--- src/rtl/scan_seq3.sv ---
// Channel scan sequencer: walks the enabled bits of an 8-bit mask in ascending
// order, holding each channel index on `a` for a programmable dwell time.
module scan_seq3 #(
    parameter int unsigned DWELL_W = 8
) (
    input  logic               clk,
    input  logic               rst,
    input  logic               start,
    input  logic               stop,
    input  logic               cont,
    input  logic [7:0]         mask,
    input  logic [DWELL_W-1:0] dwell,
    output logic [2:0]         a,
    output logic               valid,
    output logic               step,
    output logic               busy,
    output logic               done
);

    typedef enum logic {IDLE, SCAN} state_t;

    state_t             state;
    logic [7:0]         mask_q;
    logic               cont_q;
    logic [DWELL_W-1:0] d_q;
    logic [DWELL_W-1:0] cnt;

    logic [7:0] above;
    logic       has_next;
    logic [2:0] next_a;
    logic [2:0] wrap_a;
    logic [2:0] start_a;

    function automatic logic [2:0] lowest_bit(input logic [7:0] m);
        lowest_bit = '0;
        for (int unsigned i = 8; i > 0; i--) begin
            if (m[i-1]) lowest_bit = 3'(i - 1);
        end
    endfunction

    // Latched mask bits strictly above the current channel.
    always_comb begin
        above    = mask_q & (8'hFE << a);
        has_next = |above;
        next_a   = lowest_bit(above);
        wrap_a   = lowest_bit(mask_q);
        start_a  = lowest_bit(mask);
    end

    always_ff @(posedge clk or posedge rst) begin
        if (rst) begin
            state  <= IDLE;
            mask_q <= '0;
            cont_q <= 1'b0;
            d_q    <= '0;
            cnt    <= '0;
            a      <= '0;
            valid  <= 1'b0;
            step   <= 1'b0;
            busy   <= 1'b0;
            done   <= 1'b0;
        end else begin
            step <= 1'b0;
            done <= 1'b0;
            case (state)
                IDLE: begin
                    if (start) begin
                        if (mask != '0) begin
                            mask_q <= mask;
                            cont_q <= cont;
                            d_q    <= (dwell == '0) ? DWELL_W'(1) : dwell;
                            a      <= start_a;
                            cnt    <= DWELL_W'(1);
                            step   <= 1'b1;
                            valid  <= 1'b1;
                            busy   <= 1'b1;
                            state  <= SCAN;
                        end else begin
                            done <= 1'b1;
                        end
                    end
                end
                SCAN: begin
                    if (stop) begin
                        cnt   <= '0;
                        valid <= 1'b0;
                        busy  <= 1'b0;
                        state <= IDLE;
                    end else if (cnt >= d_q) begin
                        // cnt counts cycles already spent on `a`, so it restarts at 1.
                        cnt <= DWELL_W'(1);
                        if (has_next) begin
                            a    <= next_a;
                            step <= 1'b1;
                        end else if (cont_q) begin
                            a    <= wrap_a;
                            step <= 1'b1;
                        end else begin
                            cnt   <= '0;
                            valid <= 1'b0;
                            busy  <= 1'b0;
                            done  <= 1'b1;
                            state <= IDLE;
                        end
                    end else begin
                        cnt <= cnt + DWELL_W'(1);
                    end
                end
                default: state <= IDLE;
            endcase
        end
    end

endmodule
--- config.mk ---
export PLATFORM = sky130hd
export DESIGN_NAME = scan_seq3
export DESIGN_NICKNAME = d
export VERILOG_FILES = /design/src/rtl/scan_seq3.sv
export SDC_FILE = /design/constraint.sdc
export NUM_CORES = 1
export LEC_CHECK = 0
export CORE_ASPECT_RATIO = 1.75
export CORE_UTILIZATION = 45
export CTS_BUF_LIST = sky130_fd_sc_hd__clkbuf_2
export DETAILED_ROUTE_END_ITERATION = 7
export PLACE_DENSITY = 0.75
export SLEW_MARGIN = 10
export SYNTH_ARGS = -nofsm -noshare
export SYNTH_HDL_FRONTEND = slang
export SYNTH_SLANG_ARGS = --single-unit
export TNS_END_PERCENT = 30
--- constraint.sdc ---
create_clock -name clk -period 3.55 [get_ports clk]
set_input_delay 0.5325 -clock clk [delete_from_list [all_inputs] [get_ports clk]]
set_output_delay 0.5325 -clock clk [all_outputs]
set_load 0.05 [all_outputs]
* Word level (Yosys, flattened, before mapping)
Cells that the tools add are included.
** Word-level totals
- Flip-flop bits (word level) :: 32
- Word-level logic and storage cells :: 92
** Operators by class
- Add/subtract/negate cells :: 1
- Magnitude comparators :: 1
- Equal/unequal tests :: 8
- Shift operators :: 1
- Mux-type cells :: 63
- Bitwise gates (word level) :: 2
- Reductions and logical operators :: 7
** Operator list (count)
- 3-bit two-way mux :: 30
- 8-bit two-way mux :: 5
- 1-bit two-way mux :: 22
- 8-bit case mux with 2 select lines :: 1
- 5-bit AND reduction :: 2
- 8-bit by 1-bit adder with 8-bit output (second input constant) :: 1
- 8-bit bitwise AND :: 1
- 8-bit greater-or-equal comparator :: 1
- 8-bit logical NOT :: 1
- 1-bit case mux with 2 select lines :: 4
- 8-bit nonzero test :: 1
- 8-bit OR reduction :: 1
- 8-bit by 3-bit left shift with 8-bit output (first input constant) :: 1
- 2-bit != test (second input constant) :: 3
- 3-bit != test (second input constant) :: 2
- 3-bit case mux with 2 select lines :: 1
- 3-bit by 1-bit != test with 1-bit output (second input constant) :: 1
- 3-bit by 2-bit != test with 1-bit output (second input constant) :: 1
- 3-bit AND reduction :: 1
- 2-bit by 1-bit != test with 1-bit output (second input constant) :: 1
- 2-bit AND reduction :: 1
- 1-bit NOT :: 1

* Longest topological paths before layout
Gate-level depths: netlist of the first run.
- Depth in word-level cells :: 14
- Gate-level depth with buffers :: 8
- Depth with buffers taken out :: 8

* Worst setup path before layout of the first run
Ideal clock, no wire load.
- Path kind :: register -> register
- Start :: register a[1]
- End :: register a[0]
- Setup time :: 125 ps
- Arrival time :: 2107 ps
- Data required time :: 3425 ps
- Slack :: 1318 ps
- Cell stages (with the launch flop) :: 8
- Buffers on the path :: 1
- Clock period less this slack :: 2232 ps
- Cell sequence :: dfrtp_1 > buf_6 > or3b_2 > a21oi_1 > nand2b_1 > nor3_1 > o21bai_4 > mux2_2
** On the way
- Longest elaborated chain between the ends :: 14
- Elaborated cells between the ends (all ways) :: 17
** RTL lines
- from (decl) :: line 13 : output logic [2:0] a,
- from (signal assigned) :: line 72 : a <= start_a;
- from (signal assigned) :: line 93 : a <= next_a;
- from (signal assigned) :: line 96 : a <= wrap_a;
- 8-bit by 3-bit left shift with 8-bit output * :: line 43 : above = mask_q & (8'hFE << a);
- 8-bit bitwise AND * :: line 43
- 3-bit two-way mux (8 in series) :: line 37 : if (m[i-1]) lowest_bit = 3'(i - 1);
- 3-bit two-way mux :: line 92 : if (has_next) begin
- 3-bit two-way mux :: line 89 : end else if (cnt >= d_q) begin
- 3-bit two-way mux :: line 84 : if (stop) begin
- 3-bit case mux with 2 select lines :: line 65 : case (state)
Mark *: on every way between the ends. The rest lies on a longest branch, timed or not. The select of a mux whose other input is x is not followed.
A chain may end at the register's enable or synchronous reset.

* Worst setup path in the final report of the first run
- Start :: input mask[5]
- End :: register cnt[5]
** On the way
- Longest elaborated chain between the ends :: 3
** RTL lines
- from (decl) :: line 11 : input logic [7:0] mask,
- 8-bit nonzero test :: line 68 : if (mask != '0) begin
- 2-bit != test (no line)
- 2-bit AND reduction (no line)
- to (signal assigned) :: line 106 : cnt <= cnt + DWELL_W'(1);
- to (decl) :: line 26 : logic [DWELL_W-1:0] cnt;
No other way between the ends.

==> results of run 1 <==
-- logic make-up after synthesis --
family	count (synthesis)	share of synthesized area, %
buffers and inverters	22	5.10
multiplexers	11	6.65
flip-flops	32	43.0
AND/OR/NAND/NOR	69	18.6
adder cells (fa/ha/maj)	9	6.04
AO/OA/AOI/OAI	53	19.2
XOR/XNOR	3	1.41
-- routing by layer --
layer  global-route usage (%)  routed length [µm]
met3                     3.66                 102
met2                     38.7                2240
met1                     22.7                1480
met4                     10.6                 111
met5                        0                   0
-- registers in the layout, summed over array words and instances, names as in the netlist --
name    cells
cnt         8
d_q         8
mask_q      8
a           3
busy        1
cont_q      1
done        1
state       1
step        1
-- where the power goes --
| part | switching [mW] | internal [mW] | total (mW) |
|---|---|---|---|
| Clock | 0.121 | 0.0528 | 0.173 |
| Combinational | 0.278 | 0.229 | 0.507 |
| Sequential | 0.0981 | 0.436 | 0.534 |
| Total | 0.497 | 0.718 | 1.21 |
-- per-stage QoR --
stage	instance area, µm²	power, mW	setup WS [ps]	utilization [%]	hold WS, ps
after floorplan	1860	0.912	1320	-	498
after CTS	2200	1.22	1140	56.5	529
after global placement	2170	1.04	791	55.5	525
final	2200	1.21	1150	56.5	532
after global routing	2200	1.31	1020	56.5	581
after detailed placement	2170	1.05	741	55.5	533
-- worst register-to-register path: cells and delay by family, from the launching register on --
kind,cells,cell delay (ps)
buffers and inverters,1,60
AO/OA/AOI/OAI,3,870
multiplexers,1,290
flip-flops,1,460
adder cells (fa/ha/maj),1,270
AND/OR/NAND/NOR,2,330
-- worst paths after layout --
check                      startpoint         to  slack (ps)  cells after the start
max reg2reg                    cnt[0]       a[1]        1150                      8
max                           mask[5]     cnt[5]        1150                      6
min                               rst  mask_q[6]         530                      3
min reg2reg                 mask_q[0]  mask_q[0]         570                      1
min in group clk            mask_q[0]  mask_q[0]         570                      1
max in group asynchronous         rst       a[1]        2710                      3
-- Yosys cell counts, drive strengths merged, types with 3 or more instances --
cell and instances:
dfrtp 32, nand2 21, a21oi 16, o21ai 16
nor2 15, inv 14, mux2 11, ha 9
nor3 6, clkbuf 5, nand2b 5, nor2b 5
or3 5, o21bai 4, buf 3, nand3 3
nor4 3, xnor2 3
-- final cells by class --
cell class	instances	area [µm²]
clock buffers	7	35.0
clock inverters	1	3.75
fillers	368	1700
inverters	14	52.6
multi-input cells	145	967
flip-flops and latches	32	801
well taps	48	60.1
repair buffers	29	285
==> results.md, run 1 <==
Finish:
- The share of final-layout standard cells stronger than drive strength 1 is 11.8%.
- At the end of the flow, the number of nets in the layout was 257.
- The post-layout instance count excluding filler cells is 276.
- The count of antenna diodes in the layout is 0.
- The growth of design area from synthesis to finish is 18.3%.
- Leaving out fill and tap cells, the most frequent cell in the layout is sky130_fd_sc_hd__dfrtp_1.
- Leaving out fill and tap cells, the most frequent cells in the layout are sky130_fd_sc_hd__dfrtp_1, sky130_fd_sc_hd__clkdlybuf4s50_1, sky130_fd_sc_hd__nand2_1, sky130_fd_sc_hd__a21oi_1.

STA:
- Setup repair after global routing left no endpoint under its margin.
- The post-route clock period utilization is about two thirds.
- The slew at the pin with the worst max-slew slack is between 600 and 700 ps.
- Summed over all failing endpoints, the final setup total negative slack is 0 ps.
- Between clock sinks in the finished design, the worst skew comes to 11.3 ps.
- The maximum clock frequency is between 0.4 and 0.5 GHz.
- The final count of hold timing violations is 0.
- The post-route minimum period is between 2000 and 2500 ps.
- Setup violations remaining at the end of the flow were counted as 0.
- The headroom to the max-slew limit is 55.9%.
- The max-slew violation count is 0.

Floorplanning:
- From bottom edge to top edge, the die measures a little under 90 µm.
- The total area inside the core boundary comes to a little under 0.004 mm².
- The number of core rows is 30.
- The starting utilization of the core area is 47.7%.
- The area enclosed by the die boundary is around 0.0044 mm².
- In this run the horizontal extent of the chip is slightly above 50 µm.
- 28 I/O pins were placed.

Critical path:
- Walking the worst path, the cells encountered are clkdlybuf4s50_1, nor4_1, nand2_1, a21oi_1, a21oi_1, a21oi_1.
- Of all nets on the critical path, the largest fanout is 11.
- The path type of the worst setup path is primary input to register.
- The kind of cell with the highest combined delay along the critical path is compound AO/OA/AOI/OAI gates.
- STA puts the critical path data required time at 3850 ps.
- The type of origin of the critical path is a primary input.
- For this run, the slowest stage of the critical path takes roughly 580 ps.
- Data on the critical path arrives at its endpoint at approximately 2700 ps.
- For this design, the slowest cell found on the critical path is sky130_fd_sc_hd__a21oi_1.
- The worst setup path is captured at a register.
- The combined buffer and inverter count along the critical path is 1.
- Counting stages on the worst path, the most repeated cell is sky130_fd_sc_hd__a21oi_1.

Routing:
- After the first detailed-routing iteration, the DRC count stood at 22.
- The overall routed net length is between 3000 and 4000 µm.
- In the routed design, unresolved DRC markers number 0.
- The mean routed wirelength per cell is between 10 and 15 µm.
- The number of routed nets with antenna violations is 0.
- The vias per cell is 5.61.
- The total iterations of the first detailed-routing run is 4.
- The routed layout has roughly 1500 vias.

Synth:
- Synthesis inferred 32 register bits.
- Summing every instance area after synthesis gives around 0.0019 mm².
- The count of different cell masters after synthesis is 42.
- In the synthesized netlist the async set-or-reset flop fraction comes to 100%.
- The count of yosys warnings during synthesis is 0.
- In this run, synthesis inferred 0 flip-flops with an integrated enable.
- The synthesized instance count is just under 200.
- For this run, the register share of the synthesized area comes to a little over two fifths.
- Yosys attributes the largest share of cell area to sky130_fd_sc_hd__dfrtp_1, sky130_fd_sc_hd__mux2_2, sky130_fd_sc_hd__ha_1, sky130_fd_sc_hd__a21oi_1, sky130_fd_sc_hd__nand2_1.
- A synthesized cell averages ~9.4 µm².
- When the netlist entered floorplanning its net count stood at 229.
- The most area-hungry cell type in the Yosys netlist is sky130_fd_sc_hd__dfrtp_1.
- The main flop type after synthesis is sky130_fd_sc_hd__dfrtp_1.
- The area fraction of the dominant cell type after synthesis is ~43%.

Placement:
- The count of buffers added on input and output ports is 27.
- The final HPWL from detailed placement is between 3000 and 4000 µm.
- The number of placed cells counting well taps is around 270.
- The final estimated routing congestion in global placement is 0.894.

Clocking:
- The number of setup buffers added after CTS is 0.
- The TritonCTS clock tree is done.
- TritonCTS created 5 clock buffers.
- The quantity of hold-fixing buffers added after cts is 0.
- Gates resized during post-CTS repair numbered 0.
- The clock-pin slew reported for the worst setup and hold paths after clock tree synthesis is 160 ps.
- The clock tree root driver cell is sky130_fd_sc_hd__clkbuf_2.
- The clock reaches the later pin of the worst-skew pair after between 300 and 400 ps.
- The number of H-tree branching levels is 2.
- The number of clock sinks is 32.
- No sink is reached through more buffers than the 2 on the longest clock path.

Global routing:
- The global route total overflow is 0.
- Entering global routing, the biggest net connects 33 pins.
- The initial antenna violation count was 0.
- The first global-routing pass estimated about 7000 µm of wire.
- Global routing consumed, over all layers together, 21.2% of the routing resources.
- The via count of the first global-routing pass is between 1000 and 1500.

Power and ir drop:
- In this run the power density over the cells is ~550 mW/mm².
- IR analysis of the VDD net gives a maximum drop of 0.299 mV.
- The analysis attributes to cell leakage a power of roughly 0.94 nW.

Run:
- The max-capacitance violation count is 0.

Worst hold path:
- The min-delay analysis places its worst path in the category primary input to asynchronous set/reset pin.

Outcome:
- The run finished with clean final reports.
Note: power is estimated with default switching activity, not from simulation.
==> inputs of run 2 (changes only) <==
- clock period: 3.55 -> 2.5 ns (I/O delays scaled with it)
==> run 2 against run 1 <==
Compared with the run above:
- combinational power grew 56%
- count of clock-buffer cells in the layout decreased by 1
- final cell count is 1.4% higher
- first-iteration DRC count grew 95%
- via count grew 3.0%
- clock power grew 36%
- register-to-register slack worse by 1000 ps
- sequential share of layout area is 0.75 points lower
- critical endpoint is now a[1]
==> results.md, run 2 (synthesis gave the netlist of run 1 again) <==
Finish:
- The filler cell count is around 370.
- In the final layout, the registers with the most flip-flops are cnt x8, d_q x8, mask_q x8.
- From synthesis to final layout, the design area changed by 20.8%.
- Summing all non-filler instances in the final layout gives an area of roughly 0.0023 mm².
- The post-route netlist has between 10% and 20% of its cells at a drive strength greater than 1.
- In the layout the commonest cells are sky130_fd_sc_hd__dfrtp_1, sky130_fd_sc_hd__clkdlybuf4s50_1, sky130_fd_sc_hd__nand2_1, sky130_fd_sc_hd__a21oi_1.
- The number of nets in the finished design is roughly 260.
- The count of antenna diodes in the layout is 0.
- The area taken by flip-flops and latches is 801 µm².
- The multi-input logic area is 967 µm².
- Leaving out fill and tap cells, the most frequent cell in the layout is sky130_fd_sc_hd__dfrtp_1.

Run:
- Max-cap violations in this run came to 0.

STA:
- The routed design could run at a clock period as short as around 2400 ps.
- The worst setup skew after layout is 21.3 ps.
- Setup violations remaining at the end of the flow were counted as 0.
- The total negative slack for setup checks is 0 ps.
- The max-slew violation count is 0.
- Measured against its own limit, the worst slew margin works out to 67.0%.
- Final hold analysis gives a worst-case slack of 358 ps.
- At the pin with the least slew margin, the transition time is a little under 500 ps.
- The final count of hold timing violations is 0.
- Setup repair after global routing left no endpoint under its margin.
- Based on the critical path, the design can be clocked at up to 0.420 GHz.
- The final setup slack of the worst path is 119 ps.
- The post-route clock period utilization is roughly 95%.

Clocking:
- The number of H-tree branching levels is 2.
- The total CTS buffers is 5.
- For the worst-skew pair, the clock arrives at the later sink with an insertion delay of about 370 ps.
- The tree built by TritonCTS fans out to 32 sinks.
- The TritonCTS clock tree is done.
- The clock-pin slew reported for the worst setup and hold paths after clock tree synthesis is 160 ps.
- Once the clock tree was built, the setup fixing pass inserted 0 buffers.
- The root buffer cell chosen for the clock tree is sky130_fd_sc_hd__clkbuf_2.
- The quantity of hold-fixing buffers added after cts is 0.
- The number of buffers between clock root and the deepest sink is 2.
- The count of cells resized by post-cts repair is 0.

Global routing:
- The via count of the first global-routing pass is about 1600.
- The overall global routing resource usage is 21.9%.
- The global route total overflow is 0.
- The first global-routing pass estimated 7130 µm of wire.
- The initial antenna violation count is 0.
- The maximum number of pins on one net before global-route repair is 33.

Routing:
- Before antenna repair, the detailed router went through 4 iterations.
- After the first detailed-routing iteration, the DRC count stood at 43.
- The vias per cell is around 5.7.
- In the final routed layout, each cell accounts on average for ~15 µm.
- The detail route stage leaves a number of antenna-violating nets equal to 0.
- The overall routed net length is between 4000 and 5000 µm.
- The detailed router placed about 1600 vias in this run.
- The number of remaining DRC errors is 0.

Power and ir drop:
- The share of total power dissipated in combinational logic is 45.0%.
- The total power density per cell area is approximately 780 mW/mm².
- The cell-internal power is about 1.0 mW.
- Total power for the finished layout comes to ~1.8 mW.
- The analysis attributes to net switching a power of around 0.72 mW.
- The analysis attributes to cell leakage a power of 0.964 nW.
- Registers are responsible for a little over two fifths of the overall power.
- In this run, the clock network consumes 13.3% of the power.
- The peak supply drop is 0.503 mV.
- Of the total power, the share spent switching nets is around two fifths.

Worst hold path:
- The class of the worst hold path is primary input to asynchronous set/reset pin.

Critical path:
- For this design, the slowest cell found on the critical path is sky130_fd_sc_hd__dfrtp_1.
- The largest delay contributor family on the critical path is compound AO/OA/AOI/OAI gates.
- The combined buffer and inverter count along the critical path is 1.
- The critical path is of the register to register type.
- In this run the worst path has a maximum fanout of 6.
- The nature of the critical path endpoint is a register.
- The critical path goes through inv_1, ha_1, nand2b_4, a2111o_1, a221oi_4, or2b_2, o21bai_4, mux2_2.
- In this run the register-to-register setup slack is between 100 and 150 ps.
- The peak per-stage delay on the critical path is between 400 and 500 ps.
- The required time of the critical path is 2770 ps.
- Data arrives at the worst endpoint at about 2700 ps.
- The type of origin of the critical path is a register.

Floorplanning:
- The floorplan has 30 rows.
- The die is about 87 µm tall.
- The die covers roughly 0.0044 mm².
- The total I/O pin count is 28.
- The horizontal extent of the die is 50.6 µm.
- The initial utilization of the core area, before any placement, comes to 47.7%.
- The core box area is about 0.0039 mm².

Placement:
- The post-place setup slack is around 160 ps.
- Routability-driven placement finished with a final weighted congestion of ~0.89.
- Detailed placement finished with a half-perimeter wire length of between 3000 and 4000 µm.
- The count of buffers added on input and output ports is 27.
- After detailed placement, the total cell area comes to between 0.002 and 0.0025 mm².

Outcome:
- The flow ran to the end, and the final reports show no timing, DRC or antenna violations.
==> run 2: worst paths after layout <==
check,startpoint,end,cells after the start
setup / recovery,cnt[0],a[1],8
hold / removal,rst,mask_q[6],3
setup reg to reg,cnt[0],a[1],8
hold reg to reg,mask_q[0],mask_q[0],1
max in group asynchronous,rst,d_q[7],3
min in group clk,mask_q[0],mask_q[0],1
==> run 2: power by group through the flow <==
stage | combinational, mW | sequential (mW) | clock, mW
finish | 0.793 | 0.735 | 0.235
global route | 0.873 | 0.748 | 0.270
CTS | 0.794 | 0.731 | 0.244
detailed placement | 0.790 | 0.742 | 0
global placement | 0.779 | 0.738 | 0
floorplan | 0.491 | 0.803 | 0
==> run 2: final cells by class <==
type | count | share of cell area, %
inverter | 14 | 2.33
multi-input combinational | 145 | 43.0
clock inverter | 1 | 0.222
timing repair buffer | 34 | 14.9
sequential | 32 | 35.6
tap | 48 | 2.67
clock buffer | 6 | 1.33
==> run 2: layer usage <==
layer | routed length [µm] | track usage [%]
met1 | 1650 | 21.6
met5 | 0 | 0
met4 | 138 | 10.9
met3 | 95 | 3.84
met2 | 2390 | 42.3
==> run 2: worst register-to-register path: stages (launching register included) <==
cell and delay (ps):
sky130_fd_sc_hd__dfrtp_1 450, sky130_fd_sc_hd__inv_1 70, sky130_fd_sc_hd__ha_1 270, sky130_fd_sc_hd__nand2b_4 130
sky130_fd_sc_hd__a2111o_1 430, sky130_fd_sc_hd__a221oi_4 360, sky130_fd_sc_hd__or2b_2 210, sky130_fd_sc_hd__o21bai_4 80
sky130_fd_sc_hd__mux2_2 280
==> run 2: metrics by stage <==
stage	std cells	utilization, %
floorplan	199	-
global placement	273	56.8
detailed placement	273	56.8
CTS	280	57.7
global route	280	57.7
finish	280	57.7
==> inputs of run 3 (changes only) <==
- SKIP_LAST_GASP: not set -> 1
==> results of run 3 <==
The final DEF is identical to that of run 2; final timing and power are the same.
